==> src/rtl/reg_writeback.sv <==
// Writeback stage: merges fixed-latency ALU results with queued load results into the
// single register file write port, and tracks outstanding loads for decode hazard checks.
module reg_writeback #(
  parameter int FIFO_DEPTH   = 4,
  parameter int STARVE_LIMIT = 8
) (
  input  logic        clk,
  input  logic        rst_n,
  input  logic        alu_valid,
  input  logic [4:0]  alu_rd,
  input  logic [31:0] alu_result,
  input  logic        ld_valid,
  input  logic [4:0]  ld_rd,
  input  logic [31:0] ld_data,
  output logic        ld_ready,
  input  logic        ld_issue,
  input  logic [4:0]  ld_issue_rd,
  input  logic [4:0]  rs1,
  input  logic [4:0]  rs2,
  output logic        hazard,
  output logic        alu_hold,
  output logic        write_enable,
  output logic [4:0]  write_address,
  output logic [31:0] write_value
);

  localparam int PW = $clog2(FIFO_DEPTH);
  localparam int CW = PW + 1;
  localparam logic [CW-1:0] DEPTH_C = CW'(FIFO_DEPTH);
  localparam logic [7:0]    LIMIT_C = 8'(STARVE_LIMIT);

  logic [4:0]    fifo_rd   [FIFO_DEPTH];
  logic [31:0]   fifo_data [FIFO_DEPTH];
  logic [PW-1:0] wr_ptr;
  logic [PW-1:0] rd_ptr;
  logic [CW-1:0] count;
  logic          push;
  logic          pop;
  logic [31:0]   pending;
  logic [31:0]   pend_set;
  logic [31:0]   pend_clr;
  logic [31:0]   pend_next;
  logic          out_is_load;
  logic [7:0]    starve;
  logic [7:0]    starve_next;

  // Handshake: readiness looks only at the start-of-cycle count, never at a same-cycle pop.
  assign ld_ready = rst_n && (count < DEPTH_C);
  assign push     = ld_valid && ld_ready;
  assign pop      = !alu_valid && (count != '0);

  always_ff @(posedge clk) begin
    if (push) begin
      fifo_rd[wr_ptr]   <= ld_rd;
      fifo_data[wr_ptr] <= ld_data;
    end
  end

  always_ff @(posedge clk or negedge rst_n) begin
    if (!rst_n) begin
      wr_ptr <= '0;
      rd_ptr <= '0;
      count  <= '0;
    end else begin
      if (push) wr_ptr <= wr_ptr + PW'(1);
      if (pop)  rd_ptr <= rd_ptr + PW'(1);
      if (push && !pop)      count <= count + CW'(1);
      else if (!push && pop) count <= count - CW'(1);
    end
  end

  always_ff @(posedge clk or negedge rst_n) begin
    if (!rst_n) begin
      write_enable  <= 1'b0;
      write_address <= '0;
      write_value   <= '0;
      out_is_load   <= 1'b0;
    end else if (alu_valid) begin
      write_enable  <= (alu_rd != 5'd0);
      write_address <= alu_rd;
      write_value   <= alu_result;
      out_is_load   <= 1'b0;
    end else if (pop) begin
      write_enable  <= (fifo_rd[rd_ptr] != 5'd0);
      write_address <= fifo_rd[rd_ptr];
      write_value   <= fifo_data[rd_ptr];
      out_is_load   <= 1'b1;
    end else begin
      write_enable  <= 1'b0;
      write_address <= '0;
      write_value   <= '0;
      out_is_load   <= 1'b0;
    end
  end

  // A load's pending bit clears once its write has sat on the output stage for a cycle;
  // a new issue to the same rd on that edge keeps the bit set.
  always_comb begin
    pend_set = '0;
    pend_clr = '0;
    if (ld_issue) pend_set[ld_issue_rd] = 1'b1;
    if (write_enable && out_is_load) pend_clr[write_address] = 1'b1;
    pend_next = ((pending & ~pend_clr) | pend_set) & ~32'h1;
  end

  always_ff @(posedge clk or negedge rst_n) begin
    if (!rst_n) pending <= '0;
    else        pending <= pend_next;
  end

  assign hazard = ((rs1 != 5'd0) && pending[rs1]) || ((rs2 != 5'd0) && pending[rs2]);

  always_comb begin
    starve_next = starve;
    if (pop || (count == '0))  starve_next = '0;
    else if (starve < LIMIT_C) starve_next = starve + 8'd1;
  end

  always_ff @(posedge clk or negedge rst_n) begin
    if (!rst_n) begin
      starve   <= '0;
      alu_hold <= 1'b0;
    end else begin
      starve   <= starve_next;
      alu_hold <= pop ? 1'b0 : (alu_hold || (starve_next == LIMIT_C));
    end
  end

endmodule

==> config.mk <==
export PLATFORM = sky130hd
export DESIGN_NAME = reg_writeback
export DESIGN_NICKNAME = d
export VERILOG_FILES = /design/src/rtl/reg_writeback.sv
export SDC_FILE = /design/constraint.sdc
export NUM_CORES = 1
export LEC_CHECK = 0
export BUFFER_PORTS_ARGS = -buffer_cell sky130_fd_sc_hd__buf_4
export CORE_MARGIN = 4
export CORE_UTILIZATION = 57
export DETAILED_ROUTE_END_ITERATION = 10
export GPL_TIMING_DRIVEN = 0
export PLACE_DENSITY = 0.91
export SLEW_MARGIN = 5
export SYNTH_ARGS = -nofsm -noshare
export SYNTH_HDL_FRONTEND = slang
export SYNTH_SLANG_ARGS = --single-unit
export TNS_END_PERCENT = 30
==> constraint.sdc <==
create_clock -name clk -period 2.53 [get_ports clk]
set_clock_uncertainty 0.2 [all_clocks]
set_input_delay 0.1265 -clock clk [delete_from_list [all_inputs] [get_ports clk]]
set_output_delay 0.1265 -clock clk [all_outputs]
set_load 0.1 [all_outputs]
Yosys cells after proc, flatten, opt, wreduce, memory -nomap -nowiden:

Memory sizes are Yosys's and may differ from the RTL's.
Cells that the tools add are included.

* bits of input ports: 94
* register bits after elaboration: 86
* word-level logic and storage cells: 77
* output and inout port bits: 41
* bits in writable memories: 148
* memories kept: 2

Memories
* fifo_data: words 4, bits a word 32, rd ports 1, clocked after memory_dff 0, write ports 1, RTL line 33 `logic [31:0] fifo_data [FIFO_DEPTH];`
* fifo_rd: words 4, bits a word 5, rd ports 1, clocked after memory_dff 0, write ports 1, RTL line 32 `logic [4:0] fifo_rd [FIFO_DEPTH];`

* reduce and logical (&&, ||, !) cells: 23
* add/subtract/negate cells: 5
* equality and inequality tests: 1
* bitwise gates (word level): 3
* multiplexer cells: 25
* order comparisons: 8

Operators with widths (count)
* 32-bit two-way mux: 4
* 32-bit AND: 1
* 32-bit NOT: 1
* 32-bit bitwise OR: 1
* 5-bit by 6-bit less-than comparator with 1-bit output (second input constant): 4
* 5-bit nonzero test: 4
* 8-bit two-way mux: 2
* 1-bit two-way mux: 11
* 1-bit binary-select mux with 5-bit select: 2
* 1-bit demux with 5-bit select: 2
* 5-bit by 1-bit greater-or-equal comparator with 1-bit output (second input constant): 2
* 1-bit logical AND: 10
* 5-bit two-way mux: 2
* 8-bit by 1-bit adder with 8-bit output (second input constant): 1
* 8-bit by 4-bit == test with 1-bit output (second input constant): 1
* 8-bit by 4-bit less-than comparator with 1-bit output (second input constant): 1
* 3-bit two-way mux: 2
* 2-bit by 1-bit adder with 2-bit output (second input constant): 2
* 3-bit by 1-bit adder with 3-bit output (second input constant): 1
* 1-bit logical NOT: 3
* 3-bit logical NOT: 1
* 1-bit logical OR: 3
* 3-bit less-than comparator (second input constant): 1
* 3-bit nonzero test: 1
* 2 further kinds: 2

Longest topological paths before layout:

* depth in word-level cells: 8
* mapped depth: 9
* gate-level depth less buffers: 8

Worst setup path after synthesis:

OpenSTA, ideal clock, no wires.

* path type: reg-to-reg
* from: register count[2]
* to: memory fifo_data[0][0] (enable)
* path buffers: 0
* library setup time: 398 ps
* required time: 1932 ps
* arrival: 2978 ps
* period minus slack after synthesis: 3576 ps
* stages on the path, launching flop included: 3
* path slack: -1046 ps
* cell sequence: dfrtp_1 nor2b_1 and3_1

* cells in the longest elaborated chain, start to end: 5

Ends and longest elaborated chain
* start, declared: RTL line 36 `logic [CW-1:0] count;`
* start signal, assigned: RTL line 67 `if (push && !pop) count <= count + CW'(1);`
* start signal, assigned: RTL line 68 `else if (!push && pop) count <= count - CW'(1);`
* 3-bit less-than comparator: RTL line 48 `assign ld_ready = rst_n && (count < DEPTH_C);`
* 1-bit logical AND: RTL line 48
* named net ld_ready: RTL line 15 `output logic ld_ready,`
* 1-bit logical AND: RTL line 49 `assign push = ld_valid && ld_ready;`
* 1-bit two-way mux: RTL line 53 `if (push) begin`
* 1-bit two-way mux (implied by the code): RTL line 55 `fifo_data[wr_ptr] <= ld_data;`
* end, declared: RTL line 33

The timed path passes the listed nets, and every way through them passes these cells.

Final worst setup path:

* from: register pending[12]
* to: output hazard

* cells in the longest elaborated chain, start to end: 4
* elaborated cells between the ends (all ways): 7
* classes of those cells: mux (4); reduce/logical (3)

Ends and longest elaborated chain
* start, declared: RTL line 39 `logic [31:0] pending;`
* start signal, assigned: RTL line 108 `else pending <= pend_next;`
* 1-bit binary-select mux with 5-bit select: RTL line 111 `assign hazard = ((rs1 != 5'd0) && pending[rs1]) || ((rs2 != 5'd0) && pending[rs2]);`
* 1-bit two-way mux (implied by the code): RTL line 111
* 1-bit logical AND: RTL line 111
* 1-bit logical OR *: RTL line 111
* end, declared: RTL line 20 `output logic hazard,`

Every way passes the cells marked *; elsewhere a longest branch is shown, timed or not. The select of a mux whose other input is x is not followed.

==> results.md <==
* Nets at 865
* Core area at 15900 um2
* Complex-gate fraction of the synthesized area at 7.26%
* Power per Cell Area at 1120 nW/um2
* Dpl hpwl at 14000 um
* Global-route wire length before repair at 39300 um
* Antenna violations before repair at 1
* Total Power at 13.8 mW
* Synth Flop Type: edfxtp_1
* Arrival @ worst endpoint at 2.22 ns
* Slew @ Worst Pin at 1.04 ns
* Die W at 136 um
* Reg2reg setup slack at 0.12 ns
* Post-CTS Hold Buffers at 86
* Drt wl/cell at 25.8 um
* Total Routing Usage GR at 28.8%
* Root Buffer: clkbuf_16
* F_max at 392 MHz
* Post-synth top area share at 47.8%
* Sequential-to-total area share from yosys stat at 70.9%
* Syn avg cell area at 17.8 um2
* Max-cap violations at 0
* Clock slew at reported path FFs at 0.07 ns
* Placer Congestion at 0.835
* Top post-synthesis cells by area: edfxtp_1 (48%), dfrtp_1 (23%), mux4_2 (11%), o21ai_0 (3.4%), a22o_1 (3.3%)
* Vias in the first global route at 6556
* Die height at 136 um
* Min Hold Slack at -0.527 ns
* Final Core Density at 77.4%
* Post-Syn Area at 9310 um2
* Fillers at 796
* P_leak at 4.69 nW
* Mux cell area share after synthesis at 13.9%
* Remaining antenna violation count at 0
* Leading area contributor after synthesis: edfxtp_1
* Status: complete, but fails checks
* Final slew viol count at 0
* Max_slew headroom at 30.9%
* Share of layout cells above drive strength 1 at 31.5%
* Ys async rst share at 36.8%
* Worst skew pair latency at 0.52 ns
* Multi-input logic area at 2610 um2
* Cells after Synth at 522
* Critical path launch point: pending[12]
* Starting Density at 58.4%
* Drt pass-1 iters at 5
* CTS tree: yes
* Max clock buf depth at 3
* Endpoints failing hold at 86
* Drt drc at 0
* Tmin final at 2.55 ns
* I/O pin cnt at 135
* Cell Area, Placed at 10600 um2
* Reg area at 6600 um2
* P&R area growth vs syn at 32.6%
* CP Capture Type: primary output
* Number of synthesized flops with an enable pin at 148
* Clock share of power at 29.0%
* RSZ-0062 raised after global routing: true
* CP required at 2.20 ns
* Worst vdd ir at 0.000861 V
* Synth Area in XOR/XNOR at 0.753%
* Largest net degree at the start of global routing at 88
* Worst Setup Start Kind: register
* Synth warnings at 0
* Failing checks: hold timing, setup timing
* Net Sw Frac at 35.8%
* Num CTS Buffers at 24
* Vias at 6270
* Post-Layout Inst Area at 12300 um2
* Sequential share of power at 37.6%
* # setup viols final at 1
* Crit path kind: reg2out
* Hold crit path type: in2async
* NetSw at 4.93 mW
* Largest family of logic cells by synthesized area: multiplexers
* Logic pwr share at 33.4%
* Flops & latches, synth at 234
* Max FO, Critical Path at 3
* RR Startpoint: count[2]
* Core Rows at 46
* Number of distinct library cells after synthesis at 44
* Via density at 6.28
* CTS Sinks at 234
* Fin crit share at 101%
* Reg2reg end: count[2]
* Total wire length at 25800 um
* Post-synthesis adder-cell area fraction at 1.02%
* Internal power at 8.87 mW
* Total grt overflow at 0
* Starting DRT DRC Count at 644
* Simple-Gate Fraction of Synth Area at 4.80%
* Net Count, Synth at 623
* Port Buffers at 130
* CTS H-tree lvls at 1
* Final worst slack at -0.0206 ns
* R2R depth at 9
* Die footprint at 18400 um2
how the worst max path moves through the flow:
stage	to	slack, ns	depth (start not counted)
after floorplan	hazard	-0.03	6
after global placement	count[2]	-0.37	9
after detailed placement	count[2]	-0.52	9
after CTS	hazard	0.005	5
after global routing	hazard	-0.03	5
final	hazard	-0.02	5
flip-flops by register name (all words and copies together), names as in the netlist:
register	flops
fifo_data	128
out_is_load	1
wr_ptr	2
write_enable	1
alu_hold	1
write_address	5
fifo_rd	20
count	3
rd_ptr	2
write_value	32
pending	31
starve	8
placed cells by master (no fill, tap or decap), types with 2 or more instances in the layout:
cell	count
nand4_1	2
nor3_1	4
nand2_1	16
nor2b_1	2
a22o_1	35
nand2b_1	2
nor2_1	9
bufinv_16	6
o21ai_0	64
and3_2	4
mux2_2	2
dfrtp_1	86
xor2_1	3
clkbuf_1	11
edfxtp_1	148
ha_1	6
or3b_2	5
clkbuf_16	25
clkbuf_8	2
and2_1	4
mux4_1	4
mux2i_1	11
buf_2	8
buf_6	3
nand3b_1	12
nand3_1	6
mux4_2	47
clkinv_2	4
dlygate4sd3_1	86
xnor2_1	5
or3_1	3
buf_4	132
inv_1	4
cell families after synthesis:
group / after synthesis
buffers and inverters: 25
AND/OR/NAND/NOR: 78
multiplexers: 64
AO/OA/AOI/OAI: 106
flip-flops: 234
XOR/XNOR: 8
adder cells (fa/ha/maj): 7
metal layers:
metal  wire length (um)  share of wire, %  global-route usage (%)  up-vias
li1                   -                 -                       -     2577
met1               9370                36                    37.5     3174
met2              13100                51                    47.3      429
met3               2270               8.8                    6.58       90
met4               1040               4.0                    11.8        0
met5                  0                 0                       0        -
power groups by stage:
stage,sequential [mW],clock [mW],combinational (mW)
after floorplan,6.49,0,1.91
after global placement,5.16,0,4.21
final,5.19,4.00,4.61
after CTS,5.16,3.97,4.54
after global routing,5.26,4.19,4.83
after detailed placement,5.22,0,4.36
through the flow:
stage | instances | setup WS (ns) | TNS [ns]
after floorplan | 522 | -0.0296 | -0.0296
after global placement | 868 | -0.369 | -45.45
after detailed placement | 868 | -0.524 | -58.68
after CTS | 998 | 0.00526 | 0
after global routing | 999 | -0.0326 | -0.0326
final | 999 | -0.0206 | -0.0206
layout make-up:
class,count,share of cell area (%)
Sequential cell,234,53.4
Clock buffer,31,5.41
Timing Repair Buffer,216,14.9
Inverter,4,0.122
Tap cell,216,2.19
Clock inverter,13,1.80
Buffer,21,0.902
Antenna cell,1,0.0203
Multi-Input combinational cell,263,21.2
timing repair:
item                       4_1_cts  5_1_grt
setup buffers                    0        0
gates cloned                     0        0
setup endpoints to repair        2        2
pin swaps                        1        0
resized for setup                3        3
hold endpoints to repair       315       86
worst max-delay path, stage by stage, from the launching register on:
cell and delay, ns:
dfrtp_1 0.40, mux4_2 0.49, or3b_4 0.39, a21oi_2 0.14, o21ai_1 0.09, buf_6 0.20
cell usage after synthesis, types with 2 or more instances:
cell type  count
nand4_1        2
buf_2          8
edfxtp_1     148
and3_1         4
xor2_1         3
mux4_1         4
o21ai_0       64
clkbuf_1       7
nor2_1         9
xnor2_1        5
nor2b_1        3
dfrtp_1       86
ha_1           6
nand3_1        6
mux4_2        47
nor3_1         5
or3_1          3
and2_1         4
inv_1          4
mux2i_1       11
a22o_1        35
or3b_2         5
nand2b_1       2
buf_4          4
mux2_2         2
nand2_1       16
nand3b_1      12
Note: power is estimated with default switching activity, not from simulation.
